<file path="config.mk">
export PLATFORM = sky130hd
export DESIGN_NAME = fwd_scoreboard_flat
export DESIGN_NICKNAME = d
export VERILOG_FILES = /design/src/rtl/fwd_scoreboard_if.sv /design/src/rtl/fwd_scoreboard.sv /design/src/flat_wrapper.sv
export SDC_FILE = /design/constraint.sdc
export NUM_CORES = 1
export LEC_CHECK = 0
export ABC_AREA = 1
export CELL_PAD_IN_SITES_DETAIL_PLACEMENT = 1
export CELL_PAD_IN_SITES_GLOBAL_PLACEMENT = 1
export CORE_MARGIN = 4
export CORE_UTILIZATION = 35
export CTS_BUF_LIST = sky130_fd_sc_hd__clkbuf_4 sky130_fd_sc_hd__clkbuf_8
export CTS_CLUSTER_DIAMETER = 30
export DETAILED_ROUTE_END_ITERATION = 8
export PLACE_DENSITY = 0.7
export SLEW_MARGIN = 20
export SYNTH_ARGS = -nofsm -noshare
export SYNTH_HDL_FRONTEND = slang
export SYNTH_SLANG_ARGS = --single-unit
</file>
<file path="constraint.sdc">
create_clock -name clk -period 7.9 [get_ports clk]
set_input_delay 2.37 -clock clk [delete_from_list [all_inputs] [get_ports clk]]
set_output_delay 2.37 -clock clk [all_outputs]
set_load 0.05 [all_outputs]
</file>
<file path="src/rtl/fwd_scoreboard_if.sv">
// rtl/fwd_scoreboard_if.sv - decode-side query/issue bundle for fwd_scoreboard
interface fwd_scoreboard_if #(
  parameter int NREG = 32,
  parameter int NSRC = 2,
  parameter int NBYP = 2,
  parameter int LW   = 3
);
  localparam int AW = $clog2(NREG);
  localparam int SW = $clog2(NBYP + 1);

  logic                 issue_valid;
  logic                 issue_wen;
  logic [AW-1:0]        issue_rd;
  logic [LW-1:0]        issue_lat;
  logic [NSRC*AW-1:0]   src_addr;
  logic [NSRC-1:0]      src_used;
  logic                 flush;
  logic                 stall;
  logic [NSRC*SW-1:0]   fwd_sel;

  modport master (
    output issue_valid, issue_wen, issue_rd, issue_lat, src_addr, src_used, flush,
    input  stall, fwd_sel
  );

  modport slave (
    input  issue_valid, issue_wen, issue_rd, issue_lat, src_addr, src_used, flush,
    output stall, fwd_sel
  );
endinterface

</file>
<file path="src/rtl/fwd_scoreboard.sv">
// rtl/fwd_scoreboard.sv - latency-aware RAW/WAW hazard and bypass-select scoreboard
// One countdown per register; a value in 1..NBYP means the result sits on a bypass stage.
module fwd_scoreboard #(
  parameter int NREG = 32,
  parameter int NSRC = 2,
  parameter int NBYP = 2,
  parameter int LW   = 3
) (
  input  logic                  clk,
  input  logic                  rst,
  fwd_scoreboard_if.slave       dec,
  output logic [NREG-1:0]       pending,
  output logic [31:0]           stall_count
);
  localparam int AW     = $clog2(NREG);
  localparam int MAXLAT = (2 ** LW) - 1;
  localparam int SW     = $clog2(NBYP + 1);
  localparam int CW     = $clog2(MAXLAT + NBYP + 1);

  localparam logic [CW-1:0] NBYP_C  = CW'(NBYP);
  localparam logic [CW-1:0] NBYP1_C = CW'(NBYP + 1);

  logic [CW-1:0] cnt [1:NREG-1];
  logic [CW-1:0] cur [NREG];
  logic [CW-1:0] load_val;
  logic          raw;
  logic          waw;
  logic          accept;
  logic          do_load;

  // Read view with x0 tied to zero so lookups need no special case.
  always_comb begin
    cur[0] = '0;
    for (int r = 1; r < NREG; r++) cur[r] = cnt[r];
  end

  always_comb begin
    for (int r = 0; r < NREG; r++) pending[r] = (cur[r] != '0);
  end

  always_comb begin
    logic [AW-1:0] a;
    logic [CW-1:0] c;
    logic [CW-1:0] d;
    a = '0;
    c = '0;
    d = '0;
    raw = 1'b0;
    dec.fwd_sel = '0;
    for (int s = 0; s < NSRC; s++) begin
      a = dec.src_addr[s*AW +: AW];
      c = cur[a];
      if (dec.src_used[s] && (a != '0)) begin
        if (c > NBYP_C) begin
          raw = 1'b1;
        end else if (c != '0) begin
          d = NBYP1_C - c;
          dec.fwd_sel[s*SW +: SW] = d[SW-1:0];
        end
      end
    end
  end

  // WAW guards against an older, slower write retiring after this one.
  always_comb begin
    load_val  = CW'(dec.issue_lat) + NBYP_C;
    waw       = dec.issue_wen && (dec.issue_rd != '0) && (cur[dec.issue_rd] > load_val);
    dec.stall = dec.issue_valid && !dec.flush && (raw || waw);
    accept    = dec.issue_valid && !dec.flush && !dec.stall;
    do_load   = accept && dec.issue_wen && (dec.issue_rd != '0);
  end

  always_ff @(posedge clk) begin
    if (rst) begin
      for (int r = 1; r < NREG; r++) cnt[r] <= '0;
      stall_count <= '0;
    end else begin
      for (int r = 1; r < NREG; r++) begin
        if (do_load && (dec.issue_rd == AW'(r))) begin
          cnt[r] <= load_val;
        end else if (cnt[r] != '0) begin
          cnt[r] <= cnt[r] - CW'(1);
        end
      end
      if (dec.stall) stall_count <= stall_count + 32'd1;
    end
  end
endmodule
</file>
<file path="src/flat_wrapper.sv">
// flat-port wrapper written by rule: the top's interface ports become plain ports
module fwd_scoreboard_flat 
#(
  parameter int NREG = 32,
  parameter int NSRC = 2,
  parameter int NBYP = 2,
  parameter int LW   = 3
)
  (clk, rst, pending, stall_count, dec_issue_valid, dec_issue_wen, dec_issue_rd, dec_issue_lat, dec_src_addr, dec_src_used, dec_flush, dec_stall, dec_fwd_sel);
  fwd_scoreboard_if #(.NREG(NREG), .NSRC(NSRC), .NBYP(NBYP), .LW(LW)) dec_i ();
  input  logic clk;
  input  logic rst;
  output logic [NREG-1:0] pending;
  output logic [31:0] stall_count;
  input wire logic [$bits(dec_i.issue_valid)-1:0] dec_issue_valid;
  input wire logic [$bits(dec_i.issue_wen)-1:0] dec_issue_wen;
  input wire logic [$bits(dec_i.issue_rd)-1:0] dec_issue_rd;
  input wire logic [$bits(dec_i.issue_lat)-1:0] dec_issue_lat;
  input wire logic [$bits(dec_i.src_addr)-1:0] dec_src_addr;
  input wire logic [$bits(dec_i.src_used)-1:0] dec_src_used;
  input wire logic [$bits(dec_i.flush)-1:0] dec_flush;
  output wire logic [$bits(dec_i.stall)-1:0] dec_stall;
  output wire logic [$bits(dec_i.fwd_sel)-1:0] dec_fwd_sel;
  assign dec_i.issue_valid = dec_issue_valid;
  assign dec_i.issue_wen = dec_issue_wen;
  assign dec_i.issue_rd = dec_issue_rd;
  assign dec_i.issue_lat = dec_issue_lat;
  assign dec_i.src_addr = dec_src_addr;
  assign dec_i.src_used = dec_src_used;
  assign dec_i.flush = dec_flush;
  assign dec_stall = dec_i.stall;
  assign dec_fwd_sel = dec_i.fwd_sel;
  fwd_scoreboard #(.NREG(NREG), .NSRC(NSRC), .NBYP(NBYP), .LW(LW)) u_core (.clk(clk), .rst(rst), .dec(dec_i), .pending(pending), .stall_count(stall_count));
endmodule
</file>
==> flow_summary.toml, run 1 <==
[timing]
tightestPinTransition_ns = 0.941
rsz0062_at_grt = "false"
max_freq_ghz = 0.130
holdWs_ns = 0.499
finalMaxSlewViolations = 0
fin_crit_sh_pct = 97.5
slew-limit-headroom_pct = 37.2
clock_skew_ns = 0.0189
finalHoldViolations = 0
tns_ns = 0
min_period_ns = 7.71
setup_violations = 0

[clocking]
h-tree-depth = 4
clockBufferDepth = 2
clock_sinks = 156
numCtsBuffers = 17
hold_buffers = 0
cts-root-buf = "clkbuf_8"
clk_latency_ns = 0.52
cts.clk_slew.worst_paths_ns = 0.08
cts_tree = "done"

[synth]
synth_common_cells = "441 x nand2_1, 321 x nand4_1, 166 x nand3_1"
synthCells = 1853
yosysMostFrequentCell = "nand2_1"
syn-num-nets = 1915
ys_seq_area_share_pct = 33.1
synth_edf_count = 124
synth_top_area_share_pct = 28.2
ys.warnings.count = 0
synth_area_leader_cell = "edfxtp_1"
avgSynthCellArea_um2 = 7.12
ys_types = 43
synthesis.area_um2 = 13200
ys.flop_type = "edfxtp_1"
synthArstFlopShare_pct = 0
ys_ff_latch = 156
netlist_top_cells_area = "edfxtp_1 28%, nand4_1 15%, nand2_1 13%"

[status]
status = "completed"

[detailed_routing]
postRouteAntennaNets = 0
first_pass_iters = 6
routed.top_layer = "met5"
drc = 0
drt_iter0_drc = 1389
dr_wl_met2_um = 27000
wl_per_cell_um = 24.1
route.met3.wl_um = 5190
vias = 14900
wl_met1_um = 24300
routed_wl_um = 58100
via_per_inst = 6.18

[global_routing]
grt_overflow = 0
grt_pass1_vias = 14900
grt_pass1_wl_um = 89500
grt_usage_pct = 27.7
grt_max_degree = 143
antenna_found_initial = 2

[pwr]
irDropWorstVdd_uv = 122
p_int_mw = 2.50
p_comb_share_pct = 53.4
power_frac_clock_pct = 13.1
switching_share_pct = 50.8
seqPwrFrac_pct = 33.5
cellLeakagePower_nw = 6.22
power_switching_mw = 2.58
powerDensity_nw_per_um2 = 337

[layout]
nets = 1955
drive_gt1_share_pct = 6.30
nFillCells = 4573
area_delta_synth_final_pct = 14.4
antenna_cells = 0
finalNonFillerCells = 2410

[floorplan]
die_x_um = 202
coreArea_um2 = 36900
start_util_pct = 35.8
dieArea_um2 = 40900
die_height_um = 202
io_pins = 94
rows = 70

[worst_setup_path]
worst-path-max-fanout = 8
cp-end-kind = "primary output"
crit_type = "input port to primary output"
cp-start-kind = "input port"
rr_worst_depth = 19
crit_arrival_ns = 5.34
worstPathRequired_ns = 5.53
r2r_slack_ns = 3.89
r2r-end = "u_core.cnt[0][21]"
timing.rr.start = "u_core.cnt[0][49]"

[run]
cap_violations = 0

[placement]
place_congestion = 0.997
dp_cells = 2377
dp_hpwl_um = 41500
portBuffers = 92

[min_path]
hold_path.class = "flip-flop to flip-flop"
hold-path-cell-count = 2
worstHoldEndpoint = "u_core.stall_count[31]"
min_from = "u_core.stall_count[31]"
==> worst max-delay path by stage <==
stage / slack [ns] / depth (start not counted) / to / start
2_1_floorplan: 0.43 / 20 / dec_stall / dec_issue_rd[1]
3_5_place_dp: -0.02 / 21 / dec_stall / dec_issue_rd[0]
3_3_place_gp: 0.02 / 21 / dec_stall / dec_issue_rd[0]
5_1_grt: 0.006 / 20 / dec_stall / dec_issue_rd[0]
4_1_cts: 0.0005 / 20 / dec_stall / dec_issue_rd[1]
6_report: 0.19 / 20 / dec_stall / dec_issue_rd[0]
==> final cells by class <==
| type | count | area (µm²) | area share, % |
|---|---|---|---|
| Clock buffer | 19 | 249 | 1.65 |
| Clock inverter | 13 | 151 | 1.00 |
| Inverter | 160 | 608 | 4.03 |
| Multi-Input combinational cell | 1409 | 7670 | 50.8 |
| Sequential cell | 156 | 4360 | 28.9 |
| Tap cell | 504 | 631 | 4.18 |
| Timing Repair Buffer | 149 | 1420 | 9.39 |
==> metrics by stage <==
step / total power, mW / setup WS [ns] / util, % / cell area (µm²)
2_1_floorplan: 3.41 / 0.428 / - / 13200
3_3_place_gp: 4.31 / 0.0205 / 39.7 / 14600
3_5_place_dp: 4.37 / -0.0183 / 39.7 / 14600
4_1_cts: 5.05 / 0.000486 / 40.8 / 15100
5_1_grt: 5.41 / 0.00577 / 40.9 / 15100
6_report: 5.08 / 0.194 / 40.9 / 15100
==> cell families after synthesis <==
group,Yosys count,synth area share [%]
xor gates and xnor gates,92,6.11
AOI/OAI and AO/OA,167,7.62
adders and majority gates,37,3.51
DFF,156,33.1
buffers and inverters,288,9.08
other,1,0.0284
and+or+nand+nor,1112,40.6
==> repair_timing <==
item	in CTS	in global routing
resized for setup	1	12
buffers inserted	0	1
hold endpoints to repair	0	0
endpoints found under the setup margin	1	1
==> placed cells by master (no fill, tap or decap), drive strengths merged, types with 2 or more instances in the layout <==
cell,instances
clkbuf,19
nor3,72
a22o,4
a22oi,12
a221oi,4
nand3,166
clkinvlp,3
bufinv,3
o211ai,15
o41ai,2
inv,158
a31oi,6
buf,64
nand2,443
edfxtp,124
o221ai,4
xor2,85
ha,37
a21oi,49
o22ai,23
nor4,9
dfxtp,32
nor2,97
o21ai,45
nand4,321
xnor2,7
clkinv,9
clkdlybuf4s50,84
==> state kept, by name, indices dropped and copies added (netlist names) <==
signal,cells
u_core.cnt,124
u_core.stall_count,32
==> worst max-delay path: stages <==
cell and delay [ns]:
clkdlybuf4s50_1 0.48, nor2_2 0.25, inv_2 0.10, buf_4 0.19, o22ai_1 0.15, o21ai_0 0.11, and3_1 0.21, a31oi_1 0.19
ha_1 0.27, inv_1 0.06, nor2_1 0.03, o211ai_1 0.15, a21oi_1 0.08, nand2_1 0.06, nand2_1 0.08, nor2_4 0.12
nand2_4 0.08, nand2_1 0.09, inv_1 0.06, buf_4 0.18
==> power by group through the flow <==
| stage | logic (mW) | registers (mW) | clock network, mW |
|---|---|---|---|
| 3_5_place_dp | 2.67 | 1.70 | 0 |
| 6_report | 2.71 | 1.70 | 0.665 |
| 2_1_floorplan | 1.89 | 1.52 | 0 |
| 5_1_grt | 2.98 | 1.73 | 0.703 |
| 4_1_cts | 2.69 | 1.69 | 0.675 |
| 3_3_place_gp | 2.61 | 1.70 | 0 |
==> metal layers <==
layer  GRT usage [%]  up-vias
met1            36.6     7362
met3            6.03      116
li1                -     6733
met4            8.90        4
met5               0        -
met2            45.3      682
(Power assumes the default switching activity.)
==> inputs of run 2 (changes only) <==
REMOVE_ABC_BUFFERS = 1   (was default)
==> run 2 against run 1 <==
Net effect: clock skew increased by 0.0033 ns; final cell count up 0.79%; fmax down 0.95%; critical path depth rose by 1; power grew 0.92%; sequential share of layout area fell by 0.27 points; via count fell by 0.94%; die area stayed put; cell area rose by 0.95%; utilization is 0.39 points higher; register-to-register slack about the same; combinational power up 1%; critical path type unchanged; critical endpoint unchanged; largest power group unchanged; highest routed layer is now met4.
==> flow_summary.toml, run 2 (synthesis gave the netlist of run 1 again) <==
[timing]
worst_slack_ns = 0.120
fin_crit_sh_pct = 98.5
max_freq_ghz = 0.129
min_period_ns = 7.78
tns_ns = 0
finalHoldViolations = 0
setup_violations = 0
slew-limit-headroom_pct = 32.2
clock_skew_ns = 0.0222
finalMaxSlewViolations = 0
tightestPinTransition_ns = 1.01

[floorplan]
coreArea_um2 = 36900
die_height_um = 202
dieArea_um2 = 40900
die_x_um = 202
rows = 70
io_pins = 94
start_util_pct = 35.8

[clocking]
cts.clk_slew.worst_paths_ns = 0.09
h-tree-depth = 4
cts_tree = "done"
clk_latency_ns = 0.54
cts-root-buf = "clkbuf_8"
clock_sinks = 156
numCtsBuffers = 17
clockBufferDepth = 2

[global_routing]
grt_pass1_vias = 14800
grt_usage_pct = 28.1
grt_overflow = 0
grt_pass1_wl_um = 90200
antenna_found_initial = 0
grt_max_degree = 169

[worst_setup_path]
r2r_slack_ns = 3.88
worstPathRequired_ns = 5.53
crit_type = "input port to primary output"
slowest_delay_ns = 0.36
critPathSlowestCell = "clkdlybuf4s15_1"
cp-end-kind = "primary output"
r2r-end = "u_core.cnt[1][29]"
crit_family = "buffers and inverters"
crit_arrival_ns = 5.41
worst-path-stages = 21
cp-start-kind = "input port"
worst-path-max-fanout = 6
timing.rr.start = "u_core.cnt[0][41]"
critical_path_buf_inv_count = 7
crit_path_cell_trace = "clkdlybuf4s15_1, inv_1, nand2_1, buf_4, buf_4, o22ai_1, o21ai_0, and3_1, a31oi_1, ha_1, inv_2, nor2_2, o211ai_1, a21oi_1, nand2_1, nand2_2, nor2_4, nand2_4, nand2_4, inv_2, buf_8"
rr_worst_depth = 21
critPathLaunch = "dec_issue_rd[0]"
cp-endpoint = "dec_stall"

[placement]
dp_hpwl_um = 42700
portBuffers = 92
place_area_um2 = 14800
dp_cells = 2396
place_ws_ns = -0.0667
place_congestion = 1.00

[layout]
top_register = "u_core.cnt"
finalNonFillerCells = 2429
final_common_cell = "nand2_1"
nets = 1974
nFillCells = 4626
fin_util_pct = 41.3
area_delta_synth_final_pct = 15.4
largest_reg_flops = 124
antenna_cells = 0
drive_gt1_share_pct = 7.32
reg.largest.list = "u_core.cnt (124), u_core.stall_count (32)"
mostFrequentLayoutCells = "438 x nand2_1, 321 x nand4_1, 166 x nand3_1, 149 x inv_1, 124 x edfxtp_1"
finalInstanceArea_um2 = 15200

[min_path]
hold_path.class = "flip-flop to flip-flop"

[detailed_routing]
via_per_inst = 6.08
drt_iter0_drc = 1383
vias = 14800
postRouteAntennaNets = 0
first_pass_iters = 6
drc = 0
routed_wl_um = 59100
wl_per_cell_um = 24.3

[pwr]
cellLeakagePower_nw = 6.30
powerDensity_nw_per_um2 = 337
switching_share_pct = 51.5
p_int_mw = 2.49
power_frac_clock_pct = 13.3
irDropWorstVdd_uv = 128
power_switching_mw = 2.64
seqPwrFrac_pct = 33.1
p_comb_share_pct = 53.6

[run]
cap_violations = 0

[status]
status = "completed"
[run 2: cell types whose count changed in the layout (fill, tap and decap cells not counted), moves of 2 or more]
cell / before / now
buf_4: 55 / 74
clkinv_2: 6 / 2
inv_6: 0 / 3
o21ai_0: 38 / 35
o21ai_1: 7 / 10
buf_12: 7 / 5
clkbuf_4: 2 / 0
clkbuf_8: 17 / 19
[run 2: power groups by stage]
stage / Sequential, mW / Combinational (mW) / Clock, mW
finish: 1.70 / 2.75 / 0.681
global route: 1.72 / 3.00 / 0.720
CTS: 1.68 / 2.72 / 0.692
detailed placement: 1.70 / 2.69 / 0
global placement: 1.70 / 2.64 / 0
floorplan: 1.53 / 1.86 / 0
[run 2: per-layer routing]
metal	track usage, %	share of wire, %	wire length [µm]	vias up
met3	4.81	6.8	4020	121
met4	10.5	3.8	2260	0
li1	-	-	-	6779
met5	0	0	0	-
met1	37.3	43	25300	7269
met2	46.2	47	27500	588
[run 2: worst reg2reg max path, stage by stage, from the launching register on]
cell and delay (ns):
edfxtp_1 0.46, inv_1 0.22, o22ai_1 0.12, o21ai_0 0.21, nand2_1 0.11, a2111oi_2 0.21, buf_4 0.16, a31oi_1 0.04
ha_1 0.34, inv_2 0.06, nor2_2 0.03, o211ai_1 0.17, a21oi_1 0.09, nand2_1 0.12, nand2_2 0.08, nor2_4 0.13
nand2_4 0.07, buf_4 0.26, nor2_8 0.14, buf_12 0.44, nand4_1 0.27, nand2_1 0.13
[run 2: what timing repair did]
action / in CTS / in global routing
endpoints found under the setup margin: 1 / 1
pin swaps: 0 / 7
hold buffers: 0 / 0
gates resized for setup: 5 / 20
buffers inserted: 0 / 1
[run 2: how the worst min path moves through the flow]
stage	cells after the start	to	slack, ns	from
finish	2	u_core.stall_count[31]	0.52	u_core.stall_count[31]
global route	2	u_core.stall_count[31]	0.54	u_core.stall_count[31]
CTS	2	u_core.stall_count[31]	0.52	u_core.stall_count[31]
detailed placement	2	u_core.stall_count[31]	0.50	u_core.stall_count[31]
global placement	2	u_core.stall_count[31]	0.48	u_core.stall_count[31]
floorplan	2	u_core.cnt[0][10]	0.68	u_core.cnt[0][11]
[run 2: per-stage QoR]
step / hold slack, ns / total power, mW
finish: 0.515 / 5.13
global route: 0.541 / 5.45
CTS: 0.520 / 5.09
detailed placement: 0.502 / 4.40
global placement: 0.483 / 4.34
floorplan: 0.682 / 3.38
[run 2: cell type report]
type | count | area (µm²) | area share, %
multi-input cells | 1409 | 7680 | 50.4
well taps | 504 | 631 | 4.14
clock inverters | 13 | 139 | 0.912
clock buffers | 19 | 262 | 1.72
flip-flops and latches | 156 | 4360 | 28.7
repair buffers | 168 | 1550 | 10.1
inverters | 160 | 608 | 3.99
==> inputs of run 3 (changes only) <==
GPL_ROUTABILITY_DRIVEN = 0   (was default)
==> run 3 against run 2 <==
Net effect: flip-flop and latch count stayed put; first-iteration DRC count is 13% higher; worst hold slack worse by 0.0086 ns; critical path depth is 2 lower; largest power group unchanged; fmax is 0.46% lower; combinational power hardly changed; via count is 1.1% higher; sequential power hardly changed; count of clock-buffer cells in the layout is 2 lower; cell area is 0.55% lower; highest routed layer unchanged; sequential share of layout area is 0.16 points higher; power is 0.25% lower.
==> flow_summary.toml, run 3 (synthesis gave the netlist of run 1 again) <==
[status]
status = "completed"

[clocking]
clockBufferDepth = 2
cts-root-buf = "clkbuf_8"
clock_sinks = 156
numCtsBuffers = 17
h-tree-depth = 4
hold_buffers = 0
cts_tree = "done"
cts.clk_slew.worst_paths_ns = 0.11
clk_latency_ns = 0.53

[worst_setup_path]
critPathSlowestCell = "clkdlybuf4s50_1"
worstPathRequired_ns = 5.53
crit_type = "input port to primary output"
cp-start-kind = "input port"
cp-endpoint = "dec_stall"
critical_path_buf_inv_count = 6
critPathLaunch = "dec_issue_rd[1]"
r2r_slack_ns = 4.04
crit_family = "buffers and inverters"
worst-path-stages = 19
timing.rr.start = "u_core.cnt[0][49]"
cp-end-kind = "primary output"
r2r-end = "u_core.cnt[0][48]"
rr_worst_depth = 15
crit_arrival_ns = 5.45
slowest_delay_ns = 0.51
crit_path_cell_trace = "clkdlybuf4s50_1, buf_6, nor2_2, buf_4, buf_4, a22o_1, o21ai_1, nand2_1, o32a_1, ha_1, a21oi_1, a21oi_1, nand2_1, nand2_2, nor2_4, nand2_4, nand2_2, inv_2, buf_6"
worst-path-max-fanout = 8

[floorplan]
coreArea_um2 = 36900
io_pins = 94
rows = 70
die_x_um = 202
die_height_um = 202
dieArea_um2 = 40900
start_util_pct = 35.8

[global_routing]
grt_usage_pct = 27.5
grt_use_met2_pct = 44.7
top_usage_layer = "met2"
grt_use_met1_pct = 36.4
grt_pass1_vias = 14900
antenna_found_initial = 0
met3_usage_pct = 4.44
grt_max_degree = 159
grt_pass1_wl_um = 88600
grt_overflow = 0

[layout]
multi_input_area_um2 = 7670
largest_reg_flops = 124
finalInstanceArea_um2 = 15100
drive_gt1_share_pct = 6.69
nets = 1962
mostFrequentLayoutCells = "437 x nand2_1, 321 x nand4_1, 166 x nand3_1, 150 x inv_1, 124 x edfxtp_1"
regArea_um2 = 4360
final_common_cell = "nand2_1"
nFillCells = 4659
reg.largest.list = "u_core.cnt (124), u_core.stall_count (32)"
fin_util_pct = 41.1
top_register = "u_core.cnt"
area_delta_synth_final_pct = 14.8
antenna_cells = 0

[pwr]
power_switching_mw = 2.64
p_comb_share_pct = 53.4
power_frac_clock_pct = 13.3
total_power_mw = 5.11
irDropWorstVdd_uv = 138
cellLeakagePower_nw = 6.25
switching_share_pct = 51.6
p_int_mw = 2.48
powerDensity_nw_per_um2 = 338
seqPwrFrac_pct = 33.3

[timing]
min_period_ns = 7.82
fin_crit_sh_pct = 98.9
tightestPinTransition_ns = 1.06
slew-limit-headroom_pct = 29.0
setup_violations = 0
finalHoldViolations = 0
finalMaxSlewViolations = 0
max_freq_ghz = 0.128
clock_skew_ns = 0.0305

[placement]
place_area_um2 = 14700
portBuffers = 92
dp_hpwl_um = 41800

[detailed_routing]
drc = 0
postRouteAntennaNets = 0
vias = 14900
drt_iter0_drc = 1556
first_pass_iters = 6
routed_wl_um = 57700
wl_per_cell_um = 23.9
via_per_inst = 6.17

[run]
cap_violations = 0

[min_path]
hold_path.class = "flip-flop to flip-flop"
## run 3: changes by cell type in the layout (fill, tap and decap cells not counted), sizes merged, moves of 2 or more
cell,before,now
buf,83,71
clkbuf,19,17
inv,161,166
clkinvlp,4,1
## run 3: power by group through the flow
stage	combinational, mW	clock [mW]	sequential, mW
after global routing	2.98	0.727	1.72
final	2.73	0.679	1.70
after detailed placement	2.68	0	1.70
after CTS	2.71	0.692	1.68
after global placement	2.62	0	1.70
after floorplan	1.86	0	1.53
## run 3: worst register-to-register path, delay by kind of cell (launching register included)
family | cells | cell delay, ns
fa+ha+maj | 1 | 0.34
compound gates | 6 | 1.08
flops | 1 | 0.54
simple gates | 6 | 1.03
buf+inv | 2 | 0.54
## run 3: worst min path at each step
stage | end | slack, ns | cells after the start | startpoint
2_1_floorplan | u_core.cnt[0][10] | 0.68 | 2 | u_core.cnt[0][11]
3_3_place_gp | u_core.stall_count[31] | 0.48 | 2 | u_core.stall_count[31]
5_1_grt | u_core.stall_count[31] | 0.54 | 2 | u_core.stall_count[31]
3_5_place_dp | u_core.stall_count[31] | 0.50 | 2 | u_core.stall_count[31]
4_1_cts | u_core.stall_count[31] | 0.52 | 2 | u_core.stall_count[31]
6_report | u_core.stall_count[31] | 0.51 | 2 | u_core.stall_count[31]
## run 3: area by class of cell
class,instances,share of cell area (%)
multi-input cells,1409,50.6
flip-flops and latches,156,28.8
repair buffers,156,9.66
well taps,504,4.16
inverters,160,4.01
clock buffers,17,1.54
clock inverters,15,1.19
## run 3: routing by layer
| layer | routed length (µm) | vias to the layer above |
|---|---|---|
| met5 | 0 | - |
| met4 | 2190 | 0 |
| met3 | 4040 | 126 |
| met2 | 26900 | 647 |
| met1 | 24600 | 7396 |
| li1 | - | 6752 |
## run 3: repair_timing
item,4_1_cts,5_1_grt
pin swaps,0,3
setup endpoints to repair,1,1
gates resized for setup,11,11
cloned,0,0
buffers inserted,0,1
## run 3: through the flow
step | TNS [ns] | hold WS (ns) | worst slack, ns | instances
after floorplan | -1.10 | 0.682 | -1.10 | 1725
after global placement | -0.000161 | 0.484 | -0.000161 | 2384
after detailed placement | -0.154 | 0.496 | -0.154 | 2384
after global routing | -0.00188 | 0.543 | -0.00188 | 2417
after CTS | 0 | 0.518 | 0.00760 | 2416
final | 0 | 0.507 | 0.0838 | 2417
==> RTL change 1: new RTL, config.mk and constraints of run 2 <==
`NREG` is set to 32 in 3 places; all go to 16.
--- a/src/rtl/fwd_scoreboard_if.sv
+++ b/src/rtl/fwd_scoreboard_if.sv
@@ -1,5 +1,5 @@
 // rtl/fwd_scoreboard_if.sv - decode-side query/issue bundle for fwd_scoreboard
 interface fwd_scoreboard_if #(
-  parameter int NREG = 32,
+  parameter int NREG = 16,
   parameter int NSRC = 2,
   parameter int NBYP = 2,
--- a/src/rtl/fwd_scoreboard.sv
+++ b/src/rtl/fwd_scoreboard.sv
@@ -2,5 +2,5 @@
 // One countdown per register; a value in 1..NBYP means the result sits on a bypass stage.
 module fwd_scoreboard #(
-  parameter int NREG = 32,
+  parameter int NREG = 16,
   parameter int NSRC = 2,
   parameter int NBYP = 2,
--- a/src/flat_wrapper.sv
+++ b/src/flat_wrapper.sv
@@ -2,5 +2,5 @@
 module fwd_scoreboard_flat 
 #(
-  parameter int NREG = 32,
+  parameter int NREG = 16,
   parameter int NSRC = 2,
   parameter int NBYP = 2,
Ports: changed (resized dec_issue_rd, dec_src_addr and pending); port bits go from 94 to 75. The function was not compared with the original's and may differ.
==> RTL change 1 against run 2 <==
Routed wire length shrank 52%; design area shrank 43%; worst setup slack better by 0.21 ns; global-route usage down 4.9 points; area after synthesis shrank 42%; sequential cell count down 64; power is 49% lower; fmax grew 2.7%; register-to-register slack gained 0.55 ns; largest cell class unchanged; highest routed layer unchanged.
==> RTL change 1: results (changes against run 2) <==
| Metric | Value |
|---|---|
| Post-synthesis sequential area ratio | `32.03% (-1.1 points)` |
| Clock buffer depth | `2 (unchanged)` |
| DR DRC count | `0 (unchanged)` |
| Post-layout nets | `1168 (-41%)` |
| Pin count of the biggest net entering global routing | `94 (-44%)` |
| Post_cts resized | `0 (-5)` |
| Slowest CP cell | `clkdlybuf4s50_1` |
| Maximum vdd drop | `0.1015 mV (-20%)` |
| CTS root buffer | `clkbuf_8` |
| CP max FO | `16 (+10)` |
| Initial DRC count | `533 (-61%)` |
| Setup Fix Bufs, Post-CTS | `0 (unchanged)` |
| Synth area leaders | `edfxtp_1 24%, nand2_1 14%, nand4_1 11%` |
| Num CTS Buffers | `9 (-8)` |
| Post-synth EDFFs | `60 (-52%)` |
| CP top delay family | `buffers and inverters` |
| Top FF cell, synth | `edfxtp_1` |
| Drt first pass iters | `5 (-1)` |
| Initial antenna violation count | `0 (unchanged)` |
| Port bufs | `73 (-21%)` |
| HPWL Detailed | `21.22 mm (-50%)` |
| CTS clock-pin slew for the worst setup and hold paths | `0.10 ns` |
| CP max stage delay | `0.47 ns (+0.11 ns)` |
| H-tree depth | `3 (-1)` |
| Worst Tran Pin Value | `0.9164 ns (-0.09346 ns)` |
| Leading cell types by count after synthesis | `280 x nand2_1, 136 x nand4_1, 119 x inv_1` |
| Final Wtd Congestion | `0.9438 (-6.0%)` |
| Count leader, synth | `nand2_1` |
| Synth cell types | `37 (-14%)` |
| Skew final | `0.01542 ns (-0.006738 ns)` |
| Antenna cells | `0 (unchanged)` |
| Final WL | `28.10 mm (-52%)` |
| Via count | `7882 (-47%)` |
| Clock latency on the worst-skew pair | `0.40 ns (-0.14 ns)` |
| Worst Hold Class | `flop to flop` |
| Outcome | `complete, no violations` |
| Largest regs | `u_core.cnt: 60 flops, u_core.stall_count: 32 flops` |
| Layout cells sized above 1 | `5.221% (-2.1 points)` |
| Filler cell count in the final layout | `2684 (-42%)` |
| Vias in the first global route | `7988 (-46%)` |
| Fraction of registers with async set/reset | `0% (unchanged)` |
| GRT Total Usage | `23.23% (-4.9 points)` |
| CP arrival | `5.20 ns (-0.21 ns)` |
| LEAKAGE | `3.545 nW (-44%)` |
| First-pass GRT wire length | `44.65 mm (-50%)` |
| Synth Warn # | `0 (unchanged)` |
## RTL change 1: worst paths after layout
path | startpoint | end | slack [ns] | cells past startpoint
setup / recovery | dec_issue_rd[0] | dec_stall | 0.33 | 15
hold / removal | u_core.stall_count[31]$_SDFFE_PP0P_ | u_core.stall_count[31]$_SDFFE_PP0P_ | 0.50 | 2
setup reg to reg | u_core.cnt[0][31]$_DFFE_PP_ | u_core.cnt[1][16]$_DFFE_PP_ | 4.43 | 13
hold reg to reg | u_core.stall_count[31]$_SDFFE_PP0P_ | u_core.stall_count[31]$_SDFFE_PP0P_ | 0.50 | 2
## RTL change 1: area by class of cell
cell class	count	area share, %
repair buffers	90	10.12
well taps	275	3.932
inverters	123	5.305
flip-flops and latches	92	27.91
clock inverters	6	0.7864
multi-input cells	809	50.44
clock buffers	10	1.501
## RTL change 1: metrics by stage
step	power (mW)	hold WS, ns	setup slack (ns)	cells	instance area (µm²)
2_1_floorplan	1.777	0.6664	0.7388	1024	7316
5_1_grt	2.797	0.5368	0.1343	1405	8751
4_1_cts	2.619	0.5076	0.3368	1405	8751
3_3_place_gp	2.237	0.4764	0.4105	1389	8551
6_report	2.621	0.5025	0.3276	1405	8751
3_5_place_dp	2.258	0.4870	0.3721	1389	8551
## RTL change 1: metal layers
layer	vias up	share of wire, %	GRT usage [%]
met5	-	0	0
met3	44	5.6	4.133
li1	3814	-	-
met2	231	46	37.53
met4	0	2.6	7.795
met1	3793	46	31.55
## RTL change 1: kinds of logic after synthesis
group,Yosys count,share of synthesized area [%]
simple gates,621,39.52
buf+inv,178,10.12
compound gates,106,7.941
flops,92,32.03
xor+xnor,60,6.891
fa+ha+maj,21,3.445
other cells,1,0.04917
## RTL change 1: tightest hold or removal path, cell delays in order (launching register included)
cell	delay (ns)
dfxtp_1	0.35
nand2_1	0.07
a21oi_1	0.05
## RTL change 1: report_power, final
part	switching, mW	leakage [nW]	internal (mW)
registers	0.0973	0.932	0.714
clock network	0.199	0.106	0.154
logic	1.01	2.51	0.446
==> RTL change 2: new RTL, flow settings as in run 2 <==
Without the edit above. Make the reset (`rst`) asynchronous in one clocked block.
--- a/src/rtl/fwd_scoreboard.sv
+++ b/src/rtl/fwd_scoreboard.sv
@@ -71,5 +71,5 @@
   end
 
-  always_ff @(posedge clk) begin
+  always_ff @(posedge clk or posedge rst) begin
     if (rst) begin
       for (int r = 1; r < NREG; r++) cnt[r] <= '0;
Function: changed (Yosys sat finds a counterexample within 4 cycles, from zero or initial values and one cycle with rst high; the reset may be asserted at any time).
==> RTL change 2 against run 2 <==
Worst setup slack improved by 0.083 ns; count of clock-buffer cells in the layout is 2 lower; largest power group unchanged; routed wire length increased by 3.6%; design area increased by 3.8%; critical endpoint unchanged; combinational power up 32%; sequential cell count unchanged; power up 16%; area after synthesis up 3.4%; largest cell class unchanged.
==> RTL change 2: results (changes against run 2) <==
| Metric | Value |
|---|---|
| First-pass GRT wire length | `93.89 mm (+4.1%)` |
| Mapped Avg Cell Area | `6.384 µm² (-10%)` |
| HPWL Detailed | `46.38 mm (+8.7%)` |
| CP top delay family | `simple AND/OR/NAND/NOR gates` |
| Setup crit start | `dec_issue_rd[3]` |
| Worst Hold Class | `flop to flop` |
| Final cell count without fillers | `2759 (+14%)` |
| Maximum vdd drop | `0.1894 mV (+48%)` |
| Post-layout nets | `2321 (+18%)` |
| Pint | `2.641 mW (+6.2%)` |
| CP max stage delay | `0.50 ns (+0.14 ns)` |
| Worst Tran Pin Value | `0.9011 ns (-0.1088 ns)` |
| Outcome | `complete, no violations` |
| Synth area leaders | `dfrtp_1 29%, nand2_1 19%, nand3_1 9.1%` |
| Core Region | `0.03856 mm² (+4.6%)` |
| Initial antenna violation count | `2 (+2)` |
| Port bufs | `92 (unchanged)` |
| Reg2Reg Depth | `16 (-24%)` |
| Synth Area in XOR/XNOR | `5.457% (-0.65 points)` |
| Fraction of registers with async set/reset | `100.0% (+100 points)` |
| R2R setup slack | `3.93 ns (+0.05 ns)` |
| Slowest CP cell | `clkdlybuf4s50_1` |
| Post_cts resized | `6 (+1)` |
| Post-synthesis sequential area ratio | `28.61% (-4.5 points)` |
| Initial DRC count | `999 (-28%)` |
| H-tree depth | `4 (unchanged)` |
| Worst hold endpoint | `u_core.stall_count[14]$_DFFE_PP0P_` |
| Drt first pass iters | `7 (+1)` |
| Skew final | `0.01892 ns (-0.003235 ns)` |
| Final Wtd Congestion | `0.9730 (-3.1%)` |
| Compound-Gate Fraction of Synth Area | `10.67% (+3.1 points)` |
| Pin count of the biggest net entering global routing | `115 (-32%)` |
| Post-synthesis adder-cell area fraction | `6.236% (+2.7 points)` |
| Placed Area | `0.01540 mm² (+4.3%)` |
| DR DRC count | `0 (unchanged)` |
| CTS clock-pin slew for the worst setup and hold paths | `0.10 ns` |
| Layout cells sized above 1 | `6.203% (-1.1 points)` |
| Place WS | `-0.1406 ns (-0.07394 ns)` |
| LEAKAGE | `8.084 nW (+28%)` |
| Filler cell count in the final layout | `5157 (+11%)` |
| GRT Total Usage | `29.08% (+0.93 points)` |
| Reg-to-reg startpoint | `u_core.cnt[20]$_DFFE_PP0P_` |
| R2R Path End | `u_core.cnt[115]$_DFFE_PP0P_` |
| WHS | `0.5525 ns (+0.03711 ns)` |
| Final period util | `97.43% (-1.1 points)` |
| Hold path startpoint | `u_core.stall_count[14]$_DFFE_PP0P_` |
| Vias in the first global route | `15550 (+5.4%)` |
| Multiplexer area fraction after synthesis | `0% (unchanged)` |
| Leading cell types by count after synthesis | `692 x nand2_1, 302 x inv_1, 248 x nand3_1` |
| CP max FO | `4 (-2)` |
| CTS root buffer | `clkbuf_8` |
| Synth cell types | `42 (-2.3%)` |
| CP arrival | `5.33 ns (-0.08 ns)` |
| Via-per-instance ratio | `5.519 (-9.2%)` |
| Placed cells | `2727 (+14%)` |
| Clock buffer depth | `2 (unchanged)` |
| Hold depth | `2 (unchanged)` |
| Post-DR wirelength/cell | `22.19 µm (-8.8%)` |
[RTL change 2: layout make-up]
class,instances,area (µm²),area share (%)
clock inverter,15,145.1,0.9184
clock buffer,17,234.0,1.481
sequential,156,3904,24.70
timing repair buffer,162,1513,9.572
tap,518,648.1,4.101
inverter,313,1181,7.474
multi-input combinational,1578,8178,51.75
[RTL change 2: routing by layer]
| layer | up-vias | global-route usage (%) | share of wire (%) |
|---|---|---|---|
| met5 | - | 0 | 0.015 |
| met4 | 2 | 12.78 | 4.6 |
| met3 | 139 | 5.059 | 5.4 |
| met2 | 453 | 47.32 | 46 |
| met1 | 7519 | 38.01 | 44 |
| li1 | 7114 | - | - |
[RTL change 2: power by group through the flow]
stage                     Clock (mW)  Sequential (mW)  Combinational, mW
after global placement             0             1.69               3.46
after global routing           0.684             1.74               4.09
after CTS                      0.655             1.68               3.62
after floorplan                    0             1.58               2.41
final                          0.634             1.70               3.62
after detailed placement           0             1.69               3.59
